<file path="src/rtl/eth_pkg.sv">
// eth_pkg: constants and transmitter state encoding shared by the
// Ethernet-controller serial link transmitter and receiver.
package eth_pkg;

    localparam int ETH_LEN_W     = 11;
    localparam int ETH_BUF_BYTES = 2048;

    typedef enum logic [2:0] {
        TX_IDLE,
        TX_FETCH,
        TX_LOAD,
        TX_SHIFT,
        TX_TAIL,
        TX_DONE
    } eth_tx_state_t;

endpackage

</file>
<file path="src/rtl/eth_tx_bitclk.sv">
// eth_tx_bitclk: half-period divider producing the link clock level.
// Ports: clk, rst (async high), en (run; low clears to start of a low
// phase), phase (sck level), fall_tick/rise_tick (last clock of the
// high/low half, one cycle wide).
module eth_tx_bitclk #(
    parameter int HALF_DIV = 4
) (
    input  logic clk,
    input  logic rst,
    input  logic en,
    output logic phase,
    output logic fall_tick,
    output logic rise_tick
);

    localparam int            CW   = $clog2(HALF_DIV + 1);
    localparam logic [CW-1:0] LAST = CW'(HALF_DIV - 1);

    logic [CW-1:0] cnt;
    logic          wrap;

    assign wrap      = en && (cnt == LAST);
    assign rise_tick = wrap && !phase;
    assign fall_tick = wrap && phase;

    always_ff @(posedge clk or posedge rst) begin
        if (rst) begin
            cnt   <= '0;
            phase <= 1'b0;
        end else if (!en) begin
            cnt   <= '0;
            phase <= 1'b0;
        end else if (wrap) begin
            cnt   <= '0;
            phase <= ~phase;
        end else begin
            cnt   <= cnt + CW'(1);
        end
    end

endmodule

</file>
<file path="src/rtl/eth_transmitter.sv">
// eth_transmitter: serializes one buffered frame per start onto the
// serial link (sck_o/mosi_o/ena_o), bytes from address 0, LSB first.
// Ports: clk, rst (async high); start/tx_len/abort control;
// tx_addr/tx_buf_re/tx_d buffer read port (data one cycle after re);
// sck_o/mosi_o/ena_o link; busy, done pulse, sent_cnt status.
module eth_transmitter
    import eth_pkg::*;
#(
    parameter int HALF_DIV = 4,
    parameter int LEN_W    = ETH_LEN_W
) (
    input  logic             clk,
    input  logic             rst,
    input  logic             start,
    input  logic [LEN_W-1:0] tx_len,
    input  logic             abort,
    output logic [LEN_W-1:0] tx_addr,
    output logic             tx_buf_re,
    input  logic [7:0]       tx_d,
    output logic             sck_o,
    output logic             mosi_o,
    output logic             ena_o,
    output logic             busy,
    output logic             done,
    output logic [LEN_W-1:0] sent_cnt
);

    eth_tx_state_t    state;
    eth_tx_state_t    state_nx;
    logic [LEN_W-1:0] len_r;
    logic [7:0]       sh_r;
    logic [7:0]       hold_r;
    logic [2:0]       bit_cnt;
    logic             byte_start;
    logic             hold_pend;
    logic             bclk_en;
    logic             phase;
    logic             fall_tick;
    logic             rise_tick;
    logic             in_shift;
    logic             last_byte;
    logic             byte_end;
    logic             prefetch;

    assign in_shift = (state == TX_SHIFT);
    assign bclk_en  = in_shift || (state == TX_TAIL);

    eth_tx_bitclk #(
        .HALF_DIV (HALF_DIV)
    ) u_bitclk (
        .clk       (clk),
        .rst       (rst),
        .en        (bclk_en),
        .phase     (phase),
        .fall_tick (fall_tick),
        .rise_tick (rise_tick)
    );

    // sent_cnt doubles as the index of the byte being shifted
    assign last_byte = (sent_cnt == len_r - LEN_W'(1));
    assign byte_end  = in_shift && fall_tick && (bit_cnt == 3'd7);
    assign prefetch  = in_shift && byte_start && !last_byte;

    always_ff @(posedge clk or posedge rst) begin
        if (rst) begin
            state <= TX_IDLE;
        end else begin
            state <= state_nx;
        end
    end

    always_comb begin
        state_nx = state;
        unique case (state)
            TX_IDLE: begin
                if (start) begin
                    state_nx = (tx_len == '0) ? TX_DONE : TX_FETCH;
                end
            end
            TX_FETCH: state_nx = TX_LOAD;
            TX_LOAD:  state_nx = TX_SHIFT;
            TX_SHIFT: begin
                if (byte_end && last_byte) begin
                    state_nx = TX_TAIL;
                end
            end
            TX_TAIL: begin
                if (rise_tick) begin
                    state_nx = TX_DONE;
                end
            end
            TX_DONE:  state_nx = TX_IDLE;
            default:  state_nx = TX_IDLE;
        endcase
        if (abort && (state != TX_IDLE)) begin
            state_nx = TX_IDLE;
        end
    end

    // Datapath is left running on abort; the state gating on the
    // outputs is what silences the link.
    always_ff @(posedge clk or posedge rst) begin
        if (rst) begin
            len_r      <= '0;
            sh_r       <= '0;
            hold_r     <= '0;
            bit_cnt    <= '0;
            byte_start <= 1'b0;
            hold_pend  <= 1'b0;
            sent_cnt   <= '0;
        end else begin
            byte_start <= 1'b0;
            hold_pend  <= prefetch;
            if (hold_pend) begin
                hold_r <= tx_d;
            end
            if ((state == TX_IDLE) && start && (tx_len != '0)) begin
                len_r    <= tx_len;
                sent_cnt <= '0;
            end
            if (state == TX_LOAD) begin
                sh_r       <= tx_d;
                bit_cnt    <= '0;
                byte_start <= 1'b1;
            end
            if (in_shift && fall_tick) begin
                bit_cnt <= bit_cnt + 3'd1;
                if (bit_cnt == 3'd7) begin
                    sent_cnt <= sent_cnt + LEN_W'(1);
                    if (!last_byte) begin
                        sh_r       <= hold_r;
                        byte_start <= 1'b1;
                    end
                end else begin
                    sh_r <= {1'b0, sh_r[7:1]};
                end
            end
        end
    end

    assign busy      = (state != TX_IDLE);
    assign done      = (state == TX_DONE);
    assign ena_o     = bclk_en;
    assign sck_o     = in_shift && phase;
    assign mosi_o    = in_shift && sh_r[0];
    assign tx_buf_re = (state == TX_FETCH) || prefetch;
    assign tx_addr   = prefetch ? (sent_cnt + LEN_W'(1)) : '0;

endmodule

</file>
<file path="config.mk">
export PLATFORM = sky130hd
export DESIGN_NAME = eth_transmitter
export DESIGN_NICKNAME = d
export VERILOG_FILES = /design/src/rtl/eth_pkg.sv /design/src/rtl/eth_tx_bitclk.sv /design/src/rtl/eth_transmitter.sv
export SDC_FILE = /design/constraint.sdc
export NUM_CORES = 1
export LEC_CHECK = 0
export ABC_AREA = 1
export CAP_MARGIN = 20
export CORE_UTILIZATION = 41
export CTS_BUF_LIST = sky130_fd_sc_hd__clkbuf_2
export CTS_CLUSTER_SIZE = 30
export DETAILED_ROUTE_END_ITERATION = 6
export PLACE_DENSITY = 0.69
export RECOVER_POWER = 100
export SLEW_MARGIN = 10
export SYNTH_ARGS = -nofsm -noshare
export SYNTH_HDL_FRONTEND = slang
export SYNTH_SLANG_ARGS = --single-unit
</file>
<file path="constraint.sdc">
create_clock -name clk -period 2.29 [get_ports clk]
set_input_delay 0.687 -clock clk [delete_from_list [all_inputs] [get_ports clk]]
set_output_delay 0.687 -clock clk [all_outputs]
set_load 0.01 [all_outputs]
</file>
==> results of run 1 <==
[registers in the layout, summed over array words and instances (netlist names)]
| name | cells |
|---|---|
| state | 3 |
| hold_r | 8 |
| len_r | 11 |
| sh_r | 8 |
| sent_cnt | 11 |
| u_bitclk.phase | 1 |
| byte_start | 1 |
| u_bitclk.cnt | 3 |
| bit_cnt | 3 |
| hold_pend | 1 |
[synth_stat cells (6+ instances only)]
| library cell | n |
|---|---|
| a21boi_1 | 7 |
| nand2_1 | 82 |
| inv_1 | 47 |
| mux2i_1 | 6 |
| nor2_1 | 28 |
| inv_2 | 8 |
| dfrtp_1 | 50 |
| xor2_1 | 12 |
| o21ai_0 | 15 |
| nand2_2 | 6 |
| a21oi_1 | 17 |
| nor2_2 | 12 |
| o22ai_1 | 8 |
| nor3_1 | 6 |
| nand3_1 | 30 |
| nand4_1 | 12 |
[critical path, delay by kind of cell (launching register included)]
family	cells	cell delay, ns
AND/OR/NAND/NOR	10	0.96
flip-flops	1	0.47
buffers and inverters	5	0.50
[layer usage]
layer  GRT usage [%]  vias up  share of wire, %
li1                -     1555                 -
met1            29.1     1495                42
met2            41.3      106                51
met3            4.29       12               5.1
met4            4.11        0               1.3
met5               0        -                 0
[per-stage QoR]
step / power [W] / cells / hold WS, ns
after floorplan: 0.00249 / 384 / 0.407
after global placement: 0.00316 / 603 / 0.418
after detailed placement: 0.00322 / 603 / 0.431
after CTS: 0.00373 / 632 / 0.461
after global routing: 0.00411 / 637 / 0.498
final: 0.00381 / 637 / 0.455
[what timing repair did]
action | CTS | global route
resized for setup | 81 | 32
setup buffers | 21 | 6
endpoints found under the setup margin | 22 | 25
gates cloned | 1 | 0
pin swaps | 12 | 7
[report_power, final]
part	internal (W)	switching (W)
sequential	0.00117	0.000191
combinational	0.000984	0.00109
clock	0.0000680	0.000317
total	0.00222	0.00160
[cell type report]
cell class,count,area [sq um]
inverter,55,210
sequential,50,1250
clock buffer,5,25.0
timing repair buffer,155,1260
multi-input combinational,271,1610
tap,99,124
clock inverter,2,15.0
fill,674,2730
[path summary, 6_finish.rpt]
path                                    to  cells after the start
setup / recovery                 tx_buf_re                     15
hold / removal             u_bitclk.cnt[0]                      1
setup reg to reg               sent_cnt[2]                     11
hold reg to reg            u_bitclk.cnt[0]                      1
max in group asynchronous         len_r[2]                      3
min in group asynchronous  u_bitclk.cnt[2]                      3
[logic make-up (layout without fill, tap and decap cells)]
| kind of cell | after synthesis | count (layout) |
|---|---|---|
| AO/OA/AOI/OAI | 51 | 51 |
| XOR/XNOR | 15 | 15 |
| adder cells (fa/ha/maj) | 5 | 5 |
| buffers and inverters | 64 | 217 |
| flip-flops | 50 | 50 |
| multiplexers | 10 | 10 |
| AND/OR/NAND/NOR | 189 | 190 |
==> impl_metrics.json, run 1 <==
{
  "status": "finished with violations",
  "violations": "negative setup slack",
  "drive_above_1_share_pct": 32.3,
  "hold_viol_final": 0,
  "dp.final_hpwl_um": 5940,
  "grt_pass1_vias": 2978,
  "max_freq_mhz": 326,
  "p_leak_nw": 2.26,
  "io_pins": 51,
  "syn_area_per_cell_sq_um": 7.97,
  "crit_slowest_cell": "dfrtp_1",
  "die_y_um": 88.4,
  "die_w_um": 88.4,
  "ant_nets": 0,
  "worstReg2RegStart": "state[1]",
  "synthArstFlopShare_pct": 100,
  "ir_worst_vdd_v": 0.000445,
  "coreArea_sq_mm": 0.00721,
  "die_area_sq_mm": 0.00781,
  "vias": 3168,
  "worstPathArrival_ns": 2.38,
  "syn2layout_area_growth_pct": 46.7,
  "finalCriticalPeriod_ns": 3.07,
  "drt_iter0_markers": 190,
  "start_util_pct": 42.4,
  "maxSlewHeadroom_pct": 14.7,
  "hold_class": "reg2reg",
  "cts.reportedPaths.clkPinSlew_ns": 0.28,
  "cts_made_buffers": 5,
  "gp_congestion": 0.865,
  "cts_tree": "built",
  "synth_top_family_by_area": "simple AND/OR/NAND/NOR gates",
  "cpMostUsedCell": "nand2_1",
  "cts_buffer_depth": 2,
  "fin_ws_ns": -0.780,
  "required_ns": 1.60,
  "synth.area.mux_share_pct": 3.44,
  "finalSetupViolCount": 24,
  "post_drt_wl_per_cell_um": 13.6,
  "p_per_area_mw_per_mm2": 850,
  "fin_util_pct": 62.2,
  "cp_cell_sequence": "inv_2 > buf_4 > nand2_1 > nor2_2 > nand3_1 > nand2_1 > nand2_1 > inv_1 > nand2_1 > nor2_4 > nand3_4 > nand3_4 > buf_6 > nand2_4 > buf_6",
  "grt_max_degree": 51,
  "antenna_found_initial": 0,
  "slew_violations": 0,
  "place_area_sq_mm": 0.00425,
  "rows": 31,
  "post-place-ws_ns": -0.560,
  "first_pass_iters": 5,
  "rsz0062_at_grt": "true",
  "fin_nets": 566,
  "final_common_cell": "buf_4",
  "synth_edf_count": 0,
  "finClkSkew_ns": 0.0149,
  "tightest_slew_ns": 1.28,
  "yosysSeqAreaShare_pct": 40.9,
  "synthSimpleGateAreaFrac_pct": 30.6,
  "r2r_slack_ns": -0.04,
  "grt_pass1_wl_um": 13800,
  "synthCells": 384,
  "synth_compound_area_share_pct": 9.37,
  "start_kind": "flip-flop",
  "final_cell_area_sq_mm": 0.00449,
  "synthDistinctLibCells": 33,
  "postCtsHoldBufs": 0,
  "slowest_delay_ns": 0.47,
  "synth.top_cell.area_share_pct": 40.9,
  "synth_top_cell_by_area": "dfrtp_1",
  "final_cell_mix": "buf_4, nand2_1, dfrtp_1",
  "synth-xor-area-share_pct": 4.91,
  "drcViolationCount": 0,
  "syn_nets": 412,
  "tns_ns": -10.42,
  "min_from": "u_bitclk.cnt[0]",
  "synth_fa_ha_area_share_pct": 2.04,
  "crit_path_end_kind": "primary output",
  "path_class": "reg2out",
  "cts.sinks": 50,
  "cts-root-buf": "clkbuf_2",
  "maxCapViolCount": 0,
  "yosys_warnings": 0,
  "antenna_cells": 0,
  "routed_wl_um": 8690,
  "ys_ff_latch": 50,
  "h-tree-depth": 2,
  "cp-startpoint": "len_r[1]",
  "portBuffers": 50,
  "fin_crit_sh_pct": 134,
  "syn_area_sq_mm": 0.00306,
  "grt_remaining_overflow": 0,
  "grtUsageTotal_pct": 23.0,
  "via_per_inst": 4.97,
  "ys.flop_type": "dfrtp_1",
  "synthTopCellsByArea": "dfrtp_1, nand2_1, inv_1",
  "clk_latency_ns": 0.45,
  "cp_max_fo": 5
}
No activity file was read; power rests on OpenSTA's default activity.
==> run 2, diff against run 1 <==
- RECOVER_POWER: 100 -> 25
==> impl_metrics.json, run 2 (synthesis gave the netlist of run 1 again) <==
{
  "routed_wl_um": 8700,
  "drcViolationCount": 0,
  "fin_nets": 566,
  "finalSetupViolCount": 12,
  "grt_pass1_vias": 2978,
  "tightest_slew_ns": 1.28,
  "antenna_found_initial": 0,
  "cts_made_buffers": 5,
  "cts.reportedPaths.clkPinSlew_ns": 0.28,
  "maxCapViolCount": 0,
  "cp_cell_sequence": "inv_2 > buf_4 > nand2_1 > nor2_2 > nand3_1 > nand2_1 > nand2_1 > inv_1 > nand2_1 > nor2_4 > nand3_4 > nand3_4 > buf_6 > nand2_4 > buf_6",
  "die_area_sq_mm": 0.00781,
  "drive_above_1_share_pct": 34.0,
  "cts_tree": "built",
  "die_w_um": 88.4,
  "path_class": "reg2out",
  "violations": "negative setup slack",
  "instances_no_fill": 637,
  "p_leak_nw": 2.38,
  "required_ns": 1.60,
  "p_per_area_mw_per_mm2": 849,
  "cts.sinks": 50,
  "grt_max_degree": 51,
  "portBuffers": 50,
  "hold_ws_ns": 0.453,
  "path_buf_inv": 5,
  "grt_remaining_overflow": 0,
  "clk_latency_ns": 0.44,
  "via_per_inst": 4.99,
  "hold_class": "reg2reg",
  "postCtsHoldBufs": 0,
  "ir_worst_vdd_v": 0.000454,
  "final_cell_mix": "buf_4, nand2_1, dfrtp_1",
  "hold_viol_final": 0,
  "critPathTopFamily": "simple AND/OR/NAND/NOR gates",
  "grtUsageTotal_pct": 23.0,
  "start_kind": "flip-flop",
  "crit_slowest_cell": "dfrtp_1",
  "drt_iter0_markers": 184,
  "rsz0062_at_grt": "true",
  "ant_nets": 0,
  "finalCriticalPeriod_ns": 3.05,
  "reg_top3": "len_r (11), sent_cnt (11)",
  "crit_path_end_kind": "primary output",
  "start_util_pct": 42.4,
  "io_pins": 51,
  "max_freq_mhz": 328,
  "fin_ws_ns": -0.761,
  "r2r_slack_ns": 0.07,
  "rows": 31,
  "dp.cells": 603,
  "antenna_cells": 0,
  "worstPathArrival_ns": 2.36,
  "grt_pass1_wl_um": 13800,
  "status": "finished with violations",
  "final_common_cell": "buf_4",
  "slew_violations": 0,
  "slowest_delay_ns": 0.47,
  "cpMostUsedCell": "nand2_1",
  "fin_crit_sh_pct": 133,
  "post_drt_wl_per_cell_um": 13.7,
  "vias": 3176,
  "dp.final_hpwl_um": 5940,
  "cp_max_fo": 5,
  "coreArea_sq_mm": 0.00721,
  "maxSlewHeadroom_pct": 14.5,
  "die_y_um": 88.4,
  "cts-root-buf": "clkbuf_2",
  "cts_buffer_depth": 2,
  "h-tree-depth": 2,
  "syn2layout_area_growth_pct": 48.8,
  "fin_util_pct": 63.1,
  "gp_congestion": 0.865,
  "finClkSkew_ns": 0.0127,
  "first_pass_iters": 4
}
[run 2: changes by cell type in the layout (fill, tap and decap cells not counted), sizes merged]
cell / delta
inv: +1
clkbuf: -7
buf: +7
dlymetal6s4s: -1
clkdlybuf4s25: -5
dlymetal6s2s: +6
dlygate4sd3: -1
clkinvlp: -1
clkdlybuf4s50: +1
[run 2: path summary, 6_finish.rpt]
path	startpoint	endpoint	cells past startpoint
max	len_r[1]	tx_buf_re	15
min	u_bitclk.cnt[0]	u_bitclk.cnt[0]	1
max reg2reg	len_r[1]	sh_r[4]	17
min reg2reg	u_bitclk.cnt[0]	u_bitclk.cnt[0]	1
max in group asynchronous	rst	sent_cnt[5]	3
min in group asynchronous	rst	u_bitclk.cnt[2]	3
[run 2: what timing repair did]
action	in CTS	in global routing
gates cloned	1	0
gates resized for setup	81	32
endpoints found under the setup margin	22	25
pin swaps	12	7
setup buffers	21	6
[run 2: per-layer routing]
layer | wire length, um | track usage (%) | vias up | share of wire, %
met5 | 0 | 0 | - | 0
met4 | 128 | 4.11 | 0 | 1.5
met3 | 393 | 4.29 | 12 | 4.5
met2 | 4460 | 41.3 | 92 | 51
met1 | 3720 | 29.1 | 1515 | 43
li1 | - | - | 1557 | -
[run 2: per-stage QoR]
step | total power (W) | setup WS (ns) | cell area [sq um] | setup TNS (ns)
2_1_floorplan | 0.00249 | -0.125 | 3080 | -1.15
3_3_place_gp | 0.00316 | -0.502 | 4250 | -8.77
3_5_place_dp | 0.00322 | -0.560 | 4250 | -8.63
4_1_cts | 0.00373 | -0.721 | 4450 | -8.37
5_1_grt | 0.00416 | -0.925 | 4550 | -11.52
6_report | 0.00386 | -0.761 | 4550 | -8.87
[run 2: cell type report]
cell class | count | area, sq um
timing repair buffer | 155 | 1290
sequential | 50 | 1250
clock buffer | 5 | 25.0
fill | 660 | 2660
multi-input combinational | 271 | 1620
tap | 99 | 124
clock inverter | 2 | 15.0
inverter | 55 | 214
[run 2: where the power goes]
group	leakage (nW)	switching (W)	internal, W
Sequential	0.620	0.000198	0.00117
Clock	0.0211	0.000313	0.0000680
Combinational	1.74	0.00111	0.00101
Total	2.38	0.00162	0.00224
